[src/rtl/gray_conv_pkg.sv]
// Shared definitions for the binary/Gray stream converter.
// Conversion helpers work on a GRAY_MAX_W-wide vector. Callers zero-extend
// their word before the call and truncate the result afterwards. Zero
// extension does not change either conversion in the low bits, so one pair
// of functions covers every WIDTH up to GRAY_MAX_W.
package gray_conv_pkg;

  localparam logic MODE_B2G = 1'b0;
  localparam logic MODE_G2B = 1'b1;

  localparam int GRAY_MAX_W = 64;

  // Per-word side information that travels alongside the converted data.
  typedef struct packed {
    logic mode;
    logic step_err;
  } gray_tag_t;

  function automatic logic [GRAY_MAX_W-1:0] bin2gray(input logic [GRAY_MAX_W-1:0] b);
    return b ^ (b >> 1);
  endfunction

  function automatic logic [GRAY_MAX_W-1:0] gray2bin(input logic [GRAY_MAX_W-1:0] g);
    logic [GRAY_MAX_W-1:0] b;
    b[GRAY_MAX_W-1] = g[GRAY_MAX_W-1];
    for (int i = GRAY_MAX_W - 2; i >= 0; i--) begin
      b[i] = b[i+1] ^ g[i];
    end
    return b;
  endfunction

endpackage

[src/rtl/gray_conv_skid.sv]
// Generic 2-entry output/skid register for a valid/ready stream.
// OUT drives the consumer. SKID catches the one word that can arrive while
// OUT is stalled. in_ready comes straight from a flop, so the upstream ready
// path never depends combinationally on out_ready.
module gray_conv_skid #(
  parameter int PW = 10
) (
  input  logic          clk,
  input  logic          rst,
  input  logic          in_valid,
  output logic          in_ready,
  input  logic [PW-1:0] in_payload,
  output logic          out_valid,
  input  logic          out_ready,
  output logic [PW-1:0] out_payload
);

  logic          outValid_q, outValid_d;
  logic [PW-1:0] outPayload_q, outPayload_d;
  logic          skidValid_q, skidValid_d;
  logic [PW-1:0] skidPayload_q, skidPayload_d;
  logic          accept;
  logic          outFree;

  assign in_ready    = !skidValid_q;
  assign accept      = in_valid && !skidValid_q;
  assign outFree     = !outValid_q || out_ready;
  assign out_valid   = outValid_q;
  assign out_payload = outPayload_q;

  // Next-state: drain SKID first to keep order, else load OUT, else park in SKID.
  always_comb begin
    outValid_d    = outValid_q;
    outPayload_d  = outPayload_q;
    skidValid_d   = skidValid_q;
    skidPayload_d = skidPayload_q;
    if (outFree) begin
      if (skidValid_q) begin
        outValid_d   = 1'b1;
        outPayload_d = skidPayload_q;
        skidValid_d  = 1'b0;
      end else if (accept) begin
        outValid_d   = 1'b1;
        outPayload_d = in_payload;
      end else begin
        outValid_d   = 1'b0;
      end
    end else if (accept) begin
      skidValid_d   = 1'b1;
      skidPayload_d = in_payload;
    end
  end

  // State registers; reset discards both stored words.
  always_ff @(posedge clk or posedge rst) begin
    if (rst) begin
      outValid_q    <= 1'b0;
      outPayload_q  <= '0;
      skidValid_q   <= 1'b0;
      skidPayload_q <= '0;
    end else begin
      outValid_q    <= outValid_d;
      outPayload_q  <= outPayload_d;
      skidValid_q   <= skidValid_d;
      skidPayload_q <= skidPayload_d;
    end
  end

endmodule

[src/rtl/gray_code_conv.sv]
// Bidirectional binary/Gray converter with a registered valid/ready stream.
// Conversion happens combinationally on the input side. Only the converted
// word, its mode and its step-error flag are stored in the skid stage.
// Optional feature macro: GRAY_CONV_STEP_CHECK_EN. When it is defined, every
// accepted Gray->binary word is compared with the previous one and flagged
// unless exactly one bit changed. WIDTH must not exceed GRAY_MAX_W.
module gray_code_conv
  import gray_conv_pkg::*;
#(
  parameter int WIDTH = 8
) (
  input  logic             clk,
  input  logic             rst,
  input  logic             in_valid,
  output logic             in_ready,
  input  logic [WIDTH-1:0] in_data,
  input  logic             in_mode,
  output logic             out_valid,
  input  logic             out_ready,
  output logic [WIDTH-1:0] out_data,
  output logic             out_mode,
  output logic             out_step_err
);

  typedef struct packed {
    logic [WIDTH-1:0] data;
    gray_tag_t        tag;
  } entry_t;

  logic             accept;
  logic [WIDTH-1:0] b2gData;
  logic [WIDTH-1:0] g2bData;
  logic [WIDTH-1:0] convData;
  logic             stepErr;
  entry_t           inEntry;
  entry_t           outEntry;

  assign accept   = in_valid && in_ready;
  assign b2gData  = WIDTH'(bin2gray(GRAY_MAX_W'(in_data)));
  assign g2bData  = WIDTH'(gray2bin(GRAY_MAX_W'(in_data)));
  assign convData = (in_mode == MODE_G2B) ? g2bData : b2gData;

`ifdef GRAY_CONV_STEP_CHECK_EN
  logic [WIDTH-1:0] prev_q, prev_d;
  logic             havePrev_q, havePrev_d;
  logic [WIDTH-1:0] stepDiff;

  assign stepDiff = in_data ^ prev_q;

  // Flag a Gray word whose distance from the previous Gray word is not exactly one bit.
  always_comb begin
    stepErr = 1'b0;
    if (havePrev_q && (in_mode == MODE_G2B)) begin
      stepErr = !((stepDiff != '0) && ((stepDiff & (stepDiff - WIDTH'(1))) == '0));
    end
  end

  // Only accepted Gray->binary words advance the history.
  always_comb begin
    prev_d     = prev_q;
    havePrev_d = havePrev_q;
    if (accept && (in_mode == MODE_G2B)) begin
      prev_d     = in_data;
      havePrev_d = 1'b1;
    end
  end

  // History registers, cleared so the first Gray word after reset is never flagged.
  always_ff @(posedge clk or posedge rst) begin
    if (rst) begin
      prev_q     <= '0;
      havePrev_q <= 1'b0;
    end else begin
      prev_q     <= prev_d;
      havePrev_q <= havePrev_d;
    end
  end
`else
  assign stepErr = 1'b0;
`endif

  // Pack the converted word with its side information for storage.
  always_comb begin
    inEntry              = '0;
    inEntry.data         = convData;
    inEntry.tag.mode     = in_mode;
    inEntry.tag.step_err = stepErr;
  end

  gray_conv_skid #(
    .PW($bits(entry_t))
  ) u_skid (
    .clk        (clk),
    .rst        (rst),
    .in_valid   (in_valid),
    .in_ready   (in_ready),
    .in_payload (inEntry),
    .out_valid  (out_valid),
    .out_ready  (out_ready),
    .out_payload(outEntry)
  );

  assign out_data     = outEntry.data;
  assign out_mode     = outEntry.tag.mode;
  assign out_step_err = outEntry.tag.step_err;

endmodule

[config.mk]
export PLATFORM = sky130hd
export DESIGN_NAME = gray_code_conv
export DESIGN_NICKNAME = d
export VERILOG_FILES = /design/src/rtl/gray_conv_pkg.sv /design/src/rtl/gray_conv_skid.sv /design/src/rtl/gray_code_conv.sv
export SDC_FILE = /design/constraint.sdc
export NUM_CORES = 1
export LEC_CHECK = 0
export BUFFER_PORTS_ARGS = -buffer_cell sky130_fd_sc_hd__buf_2
export CORE_MARGIN = 5
export CORE_UTILIZATION = 48
export CTS_CLUSTER_SIZE = 14
export DETAILED_ROUTE_END_ITERATION = 7
export GPL_TIMING_DRIVEN = 0
export PLACE_DENSITY_LB_ADDON = 0.15
export SLEW_MARGIN = 20
export SYNTH_ARGS = -nofsm -noshare
export SYNTH_HDL_FRONTEND = slang
export SYNTH_SLANG_ARGS = --single-unit
[constraint.sdc]
create_clock -name clk -period 4.2 [get_ports clk]
set_input_delay 1.05 -clock clk [delete_from_list [all_inputs] [get_ports clk]]
set_output_delay 1.05 -clock clk [all_outputs]
set_load 0.02 [all_outputs]
# Word-level counts from Yosys, hierarchy flattened
# Index checks and enable logic that the tools add are counted.
dict set report word_totals {
  word_cells 28
  output_inout_bits 12
  register_bits 21
  in_bits 13
}
dict set report op_classes {
  n_reduce_logical 8
  n_mux 7
  n_bitwise 9
}
# operator n
set op_table {}
lappend op_table {{10-bit 2-to-1 mux} 2}
lappend op_table {{8-bit 2-to-1 mux} 1}
lappend op_table {{8-bit by 7-bit XOR with 8-bit output} 1}
lappend op_table {{1-bit XOR} 7}
lappend op_table {{1-bit 2-to-1 mux} 4}
lappend op_table {{2-bit AND reduction} 2}
lappend op_table {{2-bit nonzero test} 2}
lappend op_table {{1-bit logical NOT} 2}
lappend op_table {{1-bit logical AND} 1}
lappend op_table {{1-bit logical OR} 1}
lappend op_table {{1-bit NOT} 1}

# Longest topological paths before layout
dict set report depth {
  word_depth 10
  mapped_depth 6
  mapped_depth_nobuf 4
}

# By module
# From an unflattened synthesis, not the netlist that was laid out.
dict set report hier_totals {
  hier_cells 90
  hier_area_um2 1247.4
}
# module n_inst cells_per_inst area_each_um2 seq_area_each_um2
set by_module_without_submodules {}
lappend by_module_without_submodules {gray_conv_skid 1 63 1031.0 550.5}
lappend by_module_without_submodules {gray_code_conv 1 27 216.5 0.0}

# Least setup slack after synthesis
# Ideal clock, no wire load.
dict set report synth_path {
  path_kind {input port to flip-flop}
  from {in in_data[7]}
  to {reg u_skid.outPayload_q[5], in the netlist u_skid.out_payload[5]}
  t_arrival_ns 2.094
  n_path_buf 0
  required_ns 4.075
  setup_time_ns 0.125
  path_stages 4
  setup_slack_ns 1.981
  cell_sequence {xor3_2 a21boi_0 o31ai_1 mux2_2}
}
dict set report synth_between {
  elab_chain_cells 7
}
# item line
set synth_lines {}
lappend synth_lines {{start, declared} gray_code_conv.sv:16} ;# input logic [WIDTH-1:0] in_data,
lappend synth_lines {{1-bit XOR (4 in series)} gray_conv_pkg.sv:27} ;# b[i] = b[i+1] ^ g[i];
lappend synth_lines {{8-bit 2-to-1 mux} gray_code_conv.sv:41} ;# assign convData = (in_mode == MODE_G2B) ? g2bData : b2gData;
lappend synth_lines {{10-bit 2-to-1 mux} gray_conv_skid.sv:42} ;# end else if (accept) begin
lappend synth_lines {{10-bit 2-to-1 mux} gray_conv_skid.sv:38} ;# if (skidValid_q) begin
lappend synth_lines {{end signal, assigned} gray_conv_skid.sv:63} ;# outPayload_q <= outPayload_d;
lappend synth_lines {{end, declared} gray_conv_skid.sv:19} ;# logic [PW-1:0] outPayload_q, outPayload_d;
# Every way passes these cells. The select of a mux whose other input is x is not followed.
# A chain may end at the register's enable or synchronous reset.

# Worst setup path after layout
dict set report layout_path {
  from {reg u_skid.skidValid_q}
  to {out in_ready}
}
dict set report layout_between {
  elab_chain_cells 1
}
# item line
set layout_lines {}
lappend layout_lines {{start, declared} gray_conv_skid.sv:20} ;# logic skidValid_q, skidValid_d;
lappend layout_lines {{start signal, assigned} gray_conv_skid.sv:64} ;# skidValid_q <= skidValid_d;
lappend layout_lines {{1-bit logical NOT} gray_conv_skid.sv:25} ;# assign in_ready = !skidValid_q;
lappend layout_lines {{end, declared} gray_code_conv.sv:15} ;# output logic in_ready,
# Every way passes these cells.

==> results.txt <==
----------------------------------------------------
[Status]
  Status ... finished clean

[Synth]
  Top cells by area in the synthesized netlist ... sky130_fd_sc_hd__dfrtp_1 (43%), sky130_fd_sc_hd__nand2_1 (5.2%), sky130_fd_sc_hd__nand3_1 (3.9%), sky130_fd_sc_hd__xor2_1 (3.8%), sky130_fd_sc_hd__o31ai_1 (3.3%)
  Gate Count Post-Synth ... 117
  Most repeated cell in the gate-level netlist after synthesis ... sky130_fd_sc_hd__dfrtp_1
  FFs w/ async S/R, synth ... 100%
  Mapped Avg Cell Area ... 9.85 um^2
  Count of unique library cells instantiated by Yosys ... 36
  Predominant post-synthesis flop cell ... sky130_fd_sc_hd__dfrtp_1
  Sequential area share after synthesis ... 43.4%
  Share of the synthesized area in the top cell type ... 43.4%
  Post-synthesis net count ... 130
  Number of enable-type register cells in the synthesized netlist ... 0
  Leading area contributor after synthesis ... sky130_fd_sc_hd__dfrtp_1
  List of most frequent post-synthesis cells ... sky130_fd_sc_hd__dfrtp_1 (20), sky130_fd_sc_hd__nand2_1 (16), sky130_fd_sc_hd__nand3_1 (9)
  Ys Warns ... 0
  Cell area after synthesis ... 0.00115 mm^2
  Number of flip-flops and latches in the synthesized netlist ... 20

[Setup path]
  Req. time, crit path ... 3.15 ns
  Crit Path Class ... flip-flop to output port
  Register-to-register setup slack ... 2.36 ns
  Crit path launch type ... flip-flop
  Cell type of the slowest stage on the worst timing path ... sky130_fd_sc_hd__dfrtp_1
  CP Max Fanout ... 9
  Arrival time at the worst endpoint ... ~1.4 ns
  Worst setup EP type ... output port
  Crit-path max cell delay ... 0.34 ns
  Ordered list of cells on the worst path ... clkbuf_1 > inv_1 > buf_2

[Routing]
  Total vias in the final route ... 932
  Number of nets with antenna violations after routing ... 0
  1st-iter DRT viols ... 34
  Count of TritonRoute iterations in the first routing pass ... 4
  Post-detailed-route via-to-cell ratio ... around 5.4
  Final wirelength ... 2460 um
  Wire per inst ... between 10 and 15 um
  Final routed DRC violation total ... 0

[STA]
  Actual transition at the worst max-transition pin ... 0.764 ns
  Worst hold margin ... about 0.5 ns
  Max-slew violation count ... 0
  Final number of setup-violating endpoints ... 0
  Ratio of final minimum period to clock period ... 57.6%
  Final sum of negative setup slack ... 0 ns
  RSZ-0062 raised after global routing ... false
  Minimum clock period ... 2.42 ns
  Final Skew ... 0.00123 ns
  Number of failing hold endpoints at the final stage ... 0
  Fmax ... 413 MHz
  Slew Limit Headroom ... 49.0%

[Power and ir drop]
  Part of the power in the clock network ... 19.9%
  Highest ir drop seen on vdd ... between 0.2 and 0.3 mV
  Areal power density over the cells ... roughly 420 mW/mm^2
  Internal power contribution ... 0.000368 W
  Switching share of total power ... 34.5%
  Share of power burned in registers ... around 46%
  Design Power ... 0.000562 W
  Static leakage power ... 0.620 nW
  Net Sw Power ... 0.000194 W
  Logic gate share of total power ... 33.9%

[Clocking]
  TritonCTS clock tree ... done
  Resize count post-CTS ... 0
  H-tree depth reported by CTS ... 1
  Clk sink count ... 20
  Post-CTS Repair Setup Buffers ... 0
  Clock latency on the worst-skew pair ... about 0.3 ns
  Clock-pin slew on the worst setup and hold paths ... 0.11 ns
  Maximum root-to-sink buffer count ... 2
  Cell at the root of the clock tree ... sky130_fd_sc_hd__clkbuf_4
  CTS hold repair buffers ... 0
  Total CTS buffers ... 3

[Global routing]
  Congestion Overflow GR ... 0
  GRT Total Usage ... about 17%
  Maximum number of pins on one net before global-route repair ... 21
  Number of global-route vias before repair ... 964
  Wire length of the first global-routing pass ... about 4400 um
  Number of antenna violations at the first check in global routing ... 0

[Placed design]
  Routability congestion estimate from global placement ... between 0.8 and 0.9
  Detailed Place HPWL ... 1900 um
  Number of buffers inserted by port buffering ... 23
  Placement Cell Area ... 0.00130 mm^2

[Finish]
  Area of all placed cells without fillers ... about 0.0013 mm^2
  Multi-input gate area in the final layout ... 614 um^2
  Area used by sequential logic in the layout ... about 500 um^2
  Area added between synthesis and finish ... 16.2%
  N_diodes ... 0
  Fillcell total ... 203
  Fraction of layout instances using a drive strength above 1 ... about a quarter
  Count of nets after finishing ... 158

[Floorplanning]
  Die X-Extent ... 59.0 um
  Overall die height ... 59.0 um
  Effective utilization at floorplan ... 51.1%
  Placeable Area ... approximately 0.0023 mm^2
  IO Count ... 25
  # rows ... 17
  DIE AREA ... around 0.0035 mm^2

[Run]
  Max-cap viol count ... 0

[Worst hold path]
  Class of the tightest hold or removal check ... flip-flop to flip-flop

----------------------------------------------------
-- power by group through the flow --
stage / sequential [W] / combinational [W] / clock (W)
4_1_cts: 0.000260 / 0.000193 / 0.000116
5_1_grt: 0.000266 / 0.000212 / 0.000125
2_1_floorplan: 0.000290 / 0.000107 / 0
3_5_place_dp: 0.000264 / 0.000192 / 0
6_report: 0.000259 / 0.000191 / 0.000112
3_3_place_gp: 0.000261 / 0.000189 / 0
-- cell families (layout without fill, tap and decap cells) --
group	after synthesis	after routing	share of synthesized area, %
AO/OA/AOI/OAI	27	27	16.1
XOR/XNOR	12	12	13.4
buffers and inverters	9	36	3.26
flip-flops	20	20	43.4
multiplexers	5	5	4.67
other	1	1	0.325
AND/OR/NAND/NOR	43	43	18.9
-- final cells by class --
cell class              instances  share of cell area [%]
multi-input cells              88                    45.9
well taps                      28                    2.62
plain buffers                   6                    1.96
clock buffers                   4                    2.71
repair buffers                 23                    8.60
inverters                       3                   0.841
flip-flops and latches         20                    37.4
-- sequential cells by signal, indices dropped and copies added, names as in the netlist --
register,cells
u_skid.out_payload,9
u_skid.skidValid_q,1
u_skid.skidPayload_q,9
u_skid.out_valid,1
-- per-layer routing --
metal / track usage, % / wire, um / vias up
li1: - / - / 471
met1: 21.4 / 1140 / 441
met2: 27.9 / 1200 / 18
met3: 2.18 / 98 / 2
met4: 6.47 / 14 / 0
met5: 0 / 0 / -
-- through the flow --
step	util, %	setup WS (ns)	cells
4_1_cts	59.4	1.79	172
5_1_grt	59.4	1.67	172
2_1_floorplan	-	1.98	117
3_5_place_dp	57.8	1.73	168
6_report	59.4	1.78	172
3_3_place_gp	57.8	1.76	168
-- cell usage in the layout (no fill, tap or decap), drive strengths merged, types with 2 or more instances in the layout --
cell type / Yosys / final
nor2: 5 / 5
nand4: 3 / 3
and3: 3 / 3
nand3: 9 / 9
clkbuf: 5 / 9
nand2: 16 / 16
inv: 3 / 3
a21oi: 4 / 4
buf: 1 / 24
xnor2: 5 / 5
a21o: 3 / 3
o31ai: 6 / 6
dfrtp: 20 / 20
o21a: 2 / 2
a21boi: 3 / 3
nor4: 2 / 2
mux2i: 2 / 2
xor2: 5 / 5
mux2: 3 / 3
o21ai: 6 / 6
-- path summary, 6_finish.rpt --
kind | startpoint | to | cells after the start
worst max-delay path | u_skid.skidValid_q$_DFFE_PP0P_ | in_ready | 3
worst min-delay path | u_skid.skidPayload_q[1]$_DFFE_PP0P_ | u_skid.skidPayload_q[1]$_DFFE_PP0P_ | 2
worst max register to register | u_skid.skidValid_q$_DFFE_PP0P_ | u_skid.skidPayload_q[2]$_DFFE_PP0P_ | 6
worst min register to register | u_skid.skidPayload_q[1]$_DFFE_PP0P_ | u_skid.skidPayload_q[1]$_DFFE_PP0P_ | 2
max in group asynchronous | rst | u_skid.out_payload[7]$_DFFE_PP0P_ | 2
min in group asynchronous | rst | u_skid.out_payload[8]$_DFFE_PP0P_ | 2
-- worst max-delay path: cells and delay by family (launching register included) --
| kind | cells | cell delay, ns |
|---|---|---|
| buffers and inverters | 3 | 0.74 |
| flip-flops | 1 | 0.34 |
No activity file was read; power rests on OpenSTA's default activity.
